$ cat src/rtl/tg_axi_lite_master.sv
// tg_axi_lite_master: single-outstanding AXI4-Lite master driven by one-cycle wr_req/rd_req pulses.
// Every output is a flop, so there are no combinational paths from AXI inputs to AXI outputs.
module tg_axi_lite_master #(
    parameter int AXI_ADDR_WIDTH = 32,
    parameter int AXI_DATA_WIDTH = 32
) (
    input  logic                        m_axi_aclk,
    input  logic                        m_axi_areset,
    input  logic                        wr_req,
    input  logic                        rd_req,
    input  logic [AXI_ADDR_WIDTH-1:0]   addr,
    input  logic [AXI_DATA_WIDTH-1:0]   wdata,
    input  logic [AXI_DATA_WIDTH/8-1:0] wstrb,
    output logic                        op_ack,
    output logic [AXI_DATA_WIDTH-1:0]   rdata,
    output logic [AXI_ADDR_WIDTH-1:0]   m_axi_awaddr,
    output logic                        m_axi_awvalid,
    input  logic                        m_axi_awready,
    output logic [AXI_DATA_WIDTH-1:0]   m_axi_wdata,
    output logic [AXI_DATA_WIDTH/8-1:0] m_axi_wstrb,
    output logic                        m_axi_wvalid,
    input  logic                        m_axi_wready,
    input  logic [1:0]                  m_axi_bresp,
    input  logic                        m_axi_bvalid,
    output logic                        m_axi_bready,
    output logic [AXI_ADDR_WIDTH-1:0]   m_axi_araddr,
    output logic                        m_axi_arvalid,
    input  logic                        m_axi_arready,
    input  logic [AXI_DATA_WIDTH-1:0]   m_axi_rdata,
    input  logic [1:0]                  m_axi_rresp,
    input  logic                        m_axi_rvalid,
    output logic                        m_axi_rready
);
    typedef enum logic [2:0] {IDLE, WR_AW_W, WR_B, RD_AR, RD_R, ACK} state_t;
    state_t                      state_q;
    logic [AXI_ADDR_WIDTH-1:0]   awaddr_q, araddr_q;
    logic [AXI_DATA_WIDTH-1:0]   wdata_q, rdata_q;
    logic [AXI_DATA_WIDTH/8-1:0] wstrb_q;
    logic                        awvalid_q, wvalid_q, bready_q, arvalid_q, rready_q, op_ack_q;
    logic                        unused_resp;
    assign unused_resp   = ^{m_axi_bresp, m_axi_rresp};
    assign op_ack        = op_ack_q;
    assign rdata         = rdata_q;
    assign m_axi_awaddr  = awaddr_q;
    assign m_axi_awvalid = awvalid_q;
    assign m_axi_wdata   = wdata_q;
    assign m_axi_wstrb   = wstrb_q;
    assign m_axi_wvalid  = wvalid_q;
    assign m_axi_bready  = bready_q;
    assign m_axi_araddr  = araddr_q;
    assign m_axi_arvalid = arvalid_q;
    assign m_axi_rready  = rready_q;
    always_ff @(posedge m_axi_aclk) begin
        if (m_axi_areset) begin
            state_q   <= IDLE;
            awaddr_q  <= '0;
            araddr_q  <= '0;
            wdata_q   <= '0;
            wstrb_q   <= '0;
            rdata_q   <= '0;
            awvalid_q <= 1'b0;
            wvalid_q  <= 1'b0;
            bready_q  <= 1'b0;
            arvalid_q <= 1'b0;
            rready_q  <= 1'b0;
            op_ack_q  <= 1'b0;
        end else begin
            case (state_q)
                IDLE: begin
                    if (wr_req) begin
                        awaddr_q  <= addr;
                        wdata_q   <= wdata;
                        wstrb_q   <= wstrb;
                        awvalid_q <= 1'b1;
                        wvalid_q  <= 1'b1;
                        state_q   <= WR_AW_W;
                    end else if (rd_req) begin
                        araddr_q  <= addr;
                        arvalid_q <= 1'b1;
                        state_q   <= RD_AR;
                    end
                end
                WR_AW_W: begin
                    if (m_axi_awready) awvalid_q <= 1'b0;
                    if (m_axi_wready) wvalid_q <= 1'b0;
                    // Advance once each channel has either already handshaken or does so now
                    if ((!awvalid_q || m_axi_awready) && (!wvalid_q || m_axi_wready)) begin
                        bready_q <= 1'b1;
                        state_q  <= WR_B;
                    end
                end
                WR_B: begin
                    if (m_axi_bvalid) begin
                        bready_q <= 1'b0;
                        op_ack_q <= 1'b1;
                        state_q  <= ACK;
                    end
                end
                RD_AR: begin
                    if (m_axi_arready) begin
                        arvalid_q <= 1'b0;
                        rready_q  <= 1'b1;
                        state_q   <= RD_R;
                    end
                end
                RD_R: begin
                    if (m_axi_rvalid) begin
                        rdata_q  <= m_axi_rdata;
                        rready_q <= 1'b0;
                        op_ack_q <= 1'b1;
                        state_q  <= ACK;
                    end
                end
                ACK: begin
                    op_ack_q <= 1'b0;
                    state_q  <= IDLE;
                end
                default: state_q <= IDLE;
            endcase
        end
    end
endmodule

$ cat config.mk
export PLATFORM = sky130hd
export DESIGN_NAME = tg_axi_lite_master
export DESIGN_NICKNAME = d
export VERILOG_FILES = /design/src/rtl/tg_axi_lite_master.sv
export SDC_FILE = /design/constraint.sdc
export NUM_CORES = 1
export LEC_CHECK = 0
export CORE_ASPECT_RATIO = 1.1
export CORE_MARGIN = 2
export CORE_UTILIZATION = 40
export DETAILED_ROUTE_END_ITERATION = 10
export PLACE_DENSITY_LB_ADDON = 0.3
export SYNTH_ARGS = -nofsm -noshare
export SYNTH_HDL_FRONTEND = slang
export SYNTH_SLANG_ARGS = --single-unit
$ cat constraint.sdc
create_clock -name m_axi_aclk -period 1.7 [get_ports m_axi_aclk]
set_clock_uncertainty 0.05 [all_clocks]
set_input_delay 0.34 -clock m_axi_aclk [delete_from_list [all_inputs] [get_ports m_axi_aclk]]
set_output_delay 0.34 -clock m_axi_aclk [all_outputs]
set_load 0.03 [all_outputs]
==> flow_summary_export.csv, run 1 <==
group,metric,value,unit
status,status,"complete, no violations",
worst_setup_path,cp.arrival,1.23,ns
clock_network,root_buffer,"clkbuf_16",
floorplanning,die-area,13400,sq um
place,hpwl,11.0,mm
floorplanning,dieHeight,121,um
finish,final_util,66.8,%
worst_setup_path,rr_worst_depth,4,
routing,antenna_left,0,
yosys,syn_inst,632,
power_and_ir_drop,power_density,1500,nW/um^2
power_and_ir_drop,p_leak,3.58,nW
power_and_ir_drop,ir_drop,0.957,mV
yosys,syn-cell-area,4980,sq um
clock_network,clock_latency,0.41,ns
worst_setup_path,slowest_stage,"dlygate4sd2_1",
routing,drtPass1Iterations,5,
yosys,synth_seq_cells,141,
sta,tns,0,ns
floorplanning,rows,42,
routing,drc,0,
sta,hold_viol,0,
yosys,yosysUniqueCellTypes,27,
sta,max_freq,616,MHz
floorplanning,die_w,110,um
routing,vias_per_cell,4.91,
routing,avgRoutedWirePerCell,14.9,um
finish,stdcell_area,8070,sq um
global_routing,grt_usage,23.8,%
clock_network,cts_tree,"done",
finish,nets,980,
place,gp_congestion,0.779,
sta,tightest_slew,0.359,ns
finish,antenna_cells,0,
yosys,yosysWarnings,0,
worst_setup_path,r2r_start,"state_q[2]",
place,dpl-instance-area,7640,sq um
place,port_buffers,246,
clock_network,cts.htree.levels,4,
global_routing,grt_pass1_vias,5086,
floorplanning,ios,251,
worst_setup_path,startpoint_type,"flip-flop",
sta,finalCritPeriodShare,95.5,%
floorplanning,coreArea,12100,sq um
global_routing,antenna_found_initial,0,
yosys,syn_avg_cell_area,7.88,sq um
worst_setup_path,r2r_slack,0.20,ns
clock_network,cts_inserted_buffers,17,
worst_setup_path,cp-end-kind,"output pin",
sta,rsz0062_at_grt,"no",
worst_setup_path,crit_type,"flip-flop to output pin",
worst_setup_path,crit_end,"m_axi_wvalid",
worst_setup_path,cp-startpoint,"m_axi_wvalid",
worst_setup_path,worstPathCellList,"dlygate4sd2_1",
finish,area_growth,62.1,%
routing,vias,5081,
global_routing,grt_max_degree,67,
power_and_ir_drop,total_power,12.1,mW
clock_network,cts_buffer_depth,2,
sta,maxSlewHeadroom,76.1,%
yosys,yosysSeqAreaShare,56.7,%
floorplanning,initial_core_util,41.2,%
global_routing,grt_pass1_wl,24.5,mm
routing,initialDrtViolationCount,322,
worst_setup_path,slowest_delay,0.44,ns
worst_setup_path,crit_cells,1,
min_path,min_path_type,"input pin to flip-flop",
finish,drive_gt1_share,5.80,%
global_routing,grt_overflow,0,
sta,setup_violations,0,
flow_run,max_cap_violations,0,
clock_network,cts.sinks,141,
clock_network,cts.reportedPaths.clkPinSlew,0.05,ns
sta,drv_slew,0,
worst_setup_path,r2r-end,"state_q[0]",
worst_setup_path,crit_fanout,4,
worst_setup_path,cp.required,1.31,ns
worst_setup_path,crit_buf_inv,1,
routing,wl,15.4,mm
yosys,syn-num-nets,745,
sta,fin_crit,1.62,ns
worst_setup_path,crit_family,"buffers and inverters",
metrics by stage:
stage / hold WS, ns / instances / setup slack (ns)
final: 0.204 / 1034 / 0.0773
after global routing: 0.219 / 1034 / 0.0234
after CTS: 0.191 / 1034 / 0.0704
after detailed placement: 0.396 / 1002 / -0.0599
after global placement: 0.391 / 1002 / -0.0290
after floorplan: 0.426 / 632 / 0.347
routing by layer:
layer	global-route usage, %	vias to the layer above	share of wire, %
met2	41.0	215	49
met5	0	-	0
met3	8.81	35	9.7
li1	-	2511	-
met1	25.5	2320	38
met4	11.0	0	3.1
registers in the layout, summed over array words and instances (netlist names):
| register | flops |
|---|---|
| m_axi_rready | 1 |
| m_axi_bready | 1 |
| rdata | 32 |
| state_q | 3 |
| m_axi_araddr | 32 |
| m_axi_arvalid | 1 |
| m_axi_wstrb | 4 |
| op_ack | 1 |
| m_axi_awaddr | 32 |
| m_axi_wvalid | 1 |
| m_axi_wdata | 32 |
| m_axi_awvalid | 1 |
worst min-delay path by stage:
stage / startpoint / endpoint / slack (ns) / cells after the start
finish: m_axi_areset / m_axi_awaddr[12] / 0.20 / 2
CTS: m_axi_areset / m_axi_wstrb[3] / 0.19 / 2
floorplan: addr[0] / m_axi_awaddr[0] / 0.43 / 2
global route: m_axi_areset / m_axi_awaddr[12] / 0.22 / 2
detailed placement: m_axi_awaddr[8] / m_axi_awaddr[8] / 0.40 / 2
global placement: m_axi_araddr[0] / m_axi_araddr[0] / 0.39 / 2
where the power goes:
part           switching, mW  leakage, nW  internal (mW)
clock network           1.31        0.300           2.38
logic                   2.67         2.13           1.52
registers              0.325         1.15           3.88
cell families (layout without fill, tap and decap cells):
| group | after synthesis | count (layout) | synth area share [%] |
|---|---|---|---|
| AND/OR/NAND/NOR | 291 | 291 | 22.8 |
| AO/OA/AOI/OAI | 149 | 149 | 15.6 |
| flip-flops | 141 | 141 | 56.7 |
| buffers and inverters | 51 | 299 | 4.95 |
placed cells by master (no fill, tap or decap), types with 6 or more instances in the layout:
cell type	n
a21oi_1	136
dfxtp_1	141
clkbuf_16	17
buf_12	9
clkdlybuf4s50_1	107
nor2_1	7
buf_4	9
nand2_1	267
clkbuf_8	6
dlygate4sd2_1	138
cells in the mapped netlist, drive strengths merged:
cell type | number | share of area [%]
o31ai | 1 | 0.15
nor4b | 1 | 0.18
dfxtp | 141 | 57
nand2b | 1 | 0.13
nor2b | 2 | 0.25
inv | 4 | 0.30
a211oi | 2 | 0.30
o21ai | 3 | 0.30
clkbuf | 19 | 1.4
a21oi | 136 | 14
nand3 | 4 | 0.40
nor3 | 3 | 0.40
a311oi | 1 | 0.18
buf | 28 | 3.2
nor3b | 1 | 0.15
nor2 | 7 | 0.53
nand2 | 268 | 20
nand3b | 1 | 0.15
and3 | 2 | 0.25
a31o | 1 | 0.18
a31oi | 1 | 0.13
a2bb2oi | 2 | 0.35
and2 | 1 | 0.13
a22oi | 2 | 0.30
timing repair:
| action | 4_1_cts | 5_1_grt |
|---|---|---|
| setup buffers | 0 | 0 |
| hold buffers | 0 | 0 |
| resized for setup | 138 | 0 |
| setup endpoints to repair | 138 | 0 |
worst register-to-register path, delay by kind of cell (launching register included):
kind | cells | cell delay, ns
AOI/OAI and AO/OA | 1 | 0.22
DFF | 1 | 0.51
and+or+nand+nor | 3 | 0.62
layout make-up:
class / count / area [sq um]
fill: 1022 / 4020
multi-input combinational: 440 / 1910
clock buffer: 26 / 519
clock inverter: 6 / 80.1
inverter: 4 / 15.0
timing repair buffer: 263 / 2530
sequential: 141 / 2820
tap: 154 / 193
(Power assumes the default switching activity.)
==> run 2: changes to the inputs <==
--- a/config.mk
+++ b/config.mk
@@ -6,10 +6,11 @@
 export NUM_CORES = 1
 export LEC_CHECK = 0
 export CORE_ASPECT_RATIO = 1.1
-export CORE_MARGIN = 2
+export CORE_MARGIN = 8
 export CORE_UTILIZATION = 40
 export DETAILED_ROUTE_END_ITERATION = 10
 export PLACE_DENSITY_LB_ADDON = 0.3
+export RECOVER_POWER = 100
 export SYNTH_ARGS = -nofsm -noshare
 export SYNTH_HDL_FRONTEND = slang
 export SYNTH_SLANG_ARGS = --single-unit
==> run 2 against run 1 <==
  * Count of clock-buffer cells in the layout shrank 3
  * Die area is 22% higher
  * Sequential share of layout area decreased by 0.097 points
  * Hold slack gained 0.097 ns
  * Core utilization rose by 0.19 points
  * Via count rose by 1.4%
  * Power grew 2.4%
  * Final cell count is essentially flat
  * Combinational power is essentially flat
  * Critical endpoint is now m_axi_awaddr[5]
  * Largest cell class unchanged
  * Largest power group unchanged
==> flow_summary_export.csv, run 2 (synthesis gave the netlist of run 1 again) <==
group,metric,value,unit
routing,vias,5152,
worst_setup_path,r2r_start,"state_q[2]",
finish,stdcell_area,8090,sq um
worst_setup_path,cp.arrival,1.21,ns
clock_network,cts_tree,"done",
floorplanning,ios,251,
clock_network,cts.htree.levels,4,
clock_network,cts.reportedPaths.clkPinSlew,0.06,ns
sta,tns,0,ns
clock_network,cts_inserted_buffers,17,
global_routing,grt_pass1_vias,5245,
place,hpwl,12.4,mm
worst_setup_path,crit_type,"flip-flop to output pin",
sta,max_freq,624,MHz
power_and_ir_drop,power_density,1530,nW/um^2
min_path,min_path_type,"input pin to flip-flop",
worst_setup_path,rr_worst_depth,4,
worst_setup_path,crit_end,"m_axi_awaddr[5]",
routing,antenna_left,0,
routing,vias_per_cell,4.98,
place,dpl-instance-area,7620,sq um
floorplanning,initial_core_util,41.2,%
status,status,"complete, no violations",
worst_setup_path,crit_buf_inv,1,
sta,hold_viol,0,
place,port_buffers,246,
worst_setup_path,cp-startpoint,"m_axi_awaddr[5]",
clock_network,ctsResizeCount,138,
finish,area_growth,62.6,%
worst_setup_path,crit_cells,1,
finish,final_common_cell,"nand2_1",
routing,avgRoutedWirePerCell,16.5,um
flow_run,max_cap_violations,0,
finish,drive_gt1_share,6.13,%
global_routing,met2_usage,34.7,%
routing,drtPass1Iterations,4,
clock_network,cts_setup_buffers,0,
clock_network,cts_buffer_depth,2,
floorplanning,coreArea,12100,sq um
global_routing,grt_util_met3,10.6,%
sta,maxSlewHeadroom,72.7,%
sta,setup_violations,0,
floorplanning,dieHeight,133,um
floorplanning,die_w,122,um
finish,antenna_cells,0,
global_routing,grt.busiest_layer,"met2",
routing,initialDrtViolationCount,330,
place,gp_congestion,0.837,
global_routing,grt_overflow,0,
power_and_ir_drop,ir_drop,0.822,mV
worst_setup_path,crit_fanout,2,
sta,tightest_slew,0.410,ns
clock_network,root_buffer,"clkbuf_16",
clock_network,clock_latency,0.41,ns
worst_setup_path,slowest_stage,"dlygate4sd2_1",
global_routing,met1_usage,21.8,%
global_routing,antenna_found_initial,0,
power_and_ir_drop,p_leak,3.58,nW
clock_network,cts.sinks,141,
worst_setup_path,slowest_delay,0.45,ns
worst_setup_path,cp-end-kind,"output pin",
floorplanning,die-area,16300,sq um
global_routing,grt_max_degree,61,
global_routing,grt_usage,21.0,%
routing,drc,0,
sta,finalCritPeriodShare,94.3,%
worst_setup_path,worstPathCellList,"dlygate4sd2_1",
sta,rsz0062_at_grt,"no",
sta,fin_crit,1.60,ns
floorplanning,rows,42,
worst_setup_path,crit_family,"buffers and inverters",
global_routing,grt_pass1_wl,27.2,mm
worst_setup_path,r2r-end,"state_q[0]",
worst_setup_path,cp.required,1.31,ns
finish,nets,981,
clock_network,hold_buffers,0,
worst_setup_path,r2r_slack,0.14,ns
routing,wl,17.0,mm
worst_setup_path,startpoint_type,"flip-flop",
sta,drv_slew,0,
finish,mostFrequentLayoutCells,"267 x nand2_1, 141 x dfxtp_1, 138 x dlygate4sd2_1, 136 x a21oi_1, 106 x clkdlybuf4s50_1",
## run 2: power breakdown
group | internal [mW] | switching, mW | total [mW]
registers | 3.88 | 0.332 | 4.22
logic | 1.46 | 2.71 | 4.17
clock network | 2.65 | 1.34 | 4.00
## run 2: worst min path at each step
stage                       from               end  slack (ns)  cells after the start
floorplan                addr[0]   m_axi_awaddr[0]        0.43                      2
global placement       rdata[28]         rdata[28]        0.39                      2
detailed placement     rdata[19]         rdata[19]        0.40                      2
CTS                 m_axi_areset      m_axi_wvalid        0.29                      2
global route        m_axi_areset  m_axi_awaddr[17]        0.31                      2
finish              m_axi_areset      m_axi_wvalid        0.30                      2
## run 2: final cells by class
| cell class | instances | area [sq um] |
|---|---|---|
| Tap cell | 154 | 193 |
| Timing Repair Buffer | 264 | 2490 |
| Clock inverter | 9 | 156 |
| Inverter | 4 | 15.0 |
| Fill cell | 1015 | 4000 |
| Sequential cell | 141 | 2820 |
| Multi-Input combinational cell | 440 | 1910 |
| Clock buffer | 23 | 498 |
## run 2: metrics by stage
| stage | instances | power (mW) | setup WS, ns | util (%) | hold slack, ns |
|---|---|---|---|---|---|
| 5_1_grt | 1035 | 13.1 | 0.0186 | 66.9 | 0.313 |
| 4_1_cts | 1035 | 12.5 | 0.0756 | 67.1 | 0.285 |
| 3_5_place_dp | 1003 | 8.89 | -0.115 | 63.1 | 0.397 |
| 6_report | 1035 | 12.4 | 0.0973 | 66.9 | 0.301 |
| 2_1_floorplan | 632 | 6.88 | 0.347 | - | 0.426 |
| 3_3_place_gp | 1003 | 8.76 | -0.0369 | 63.1 | 0.391 |
## run 2: metal layers
metal / vias up / wire length [um]
met1: 2394 / 6220
met5: - / 0
met3: 28 / 1900
met2: 204 / 8470
li1: 2526 / -
met4: 0 / 447
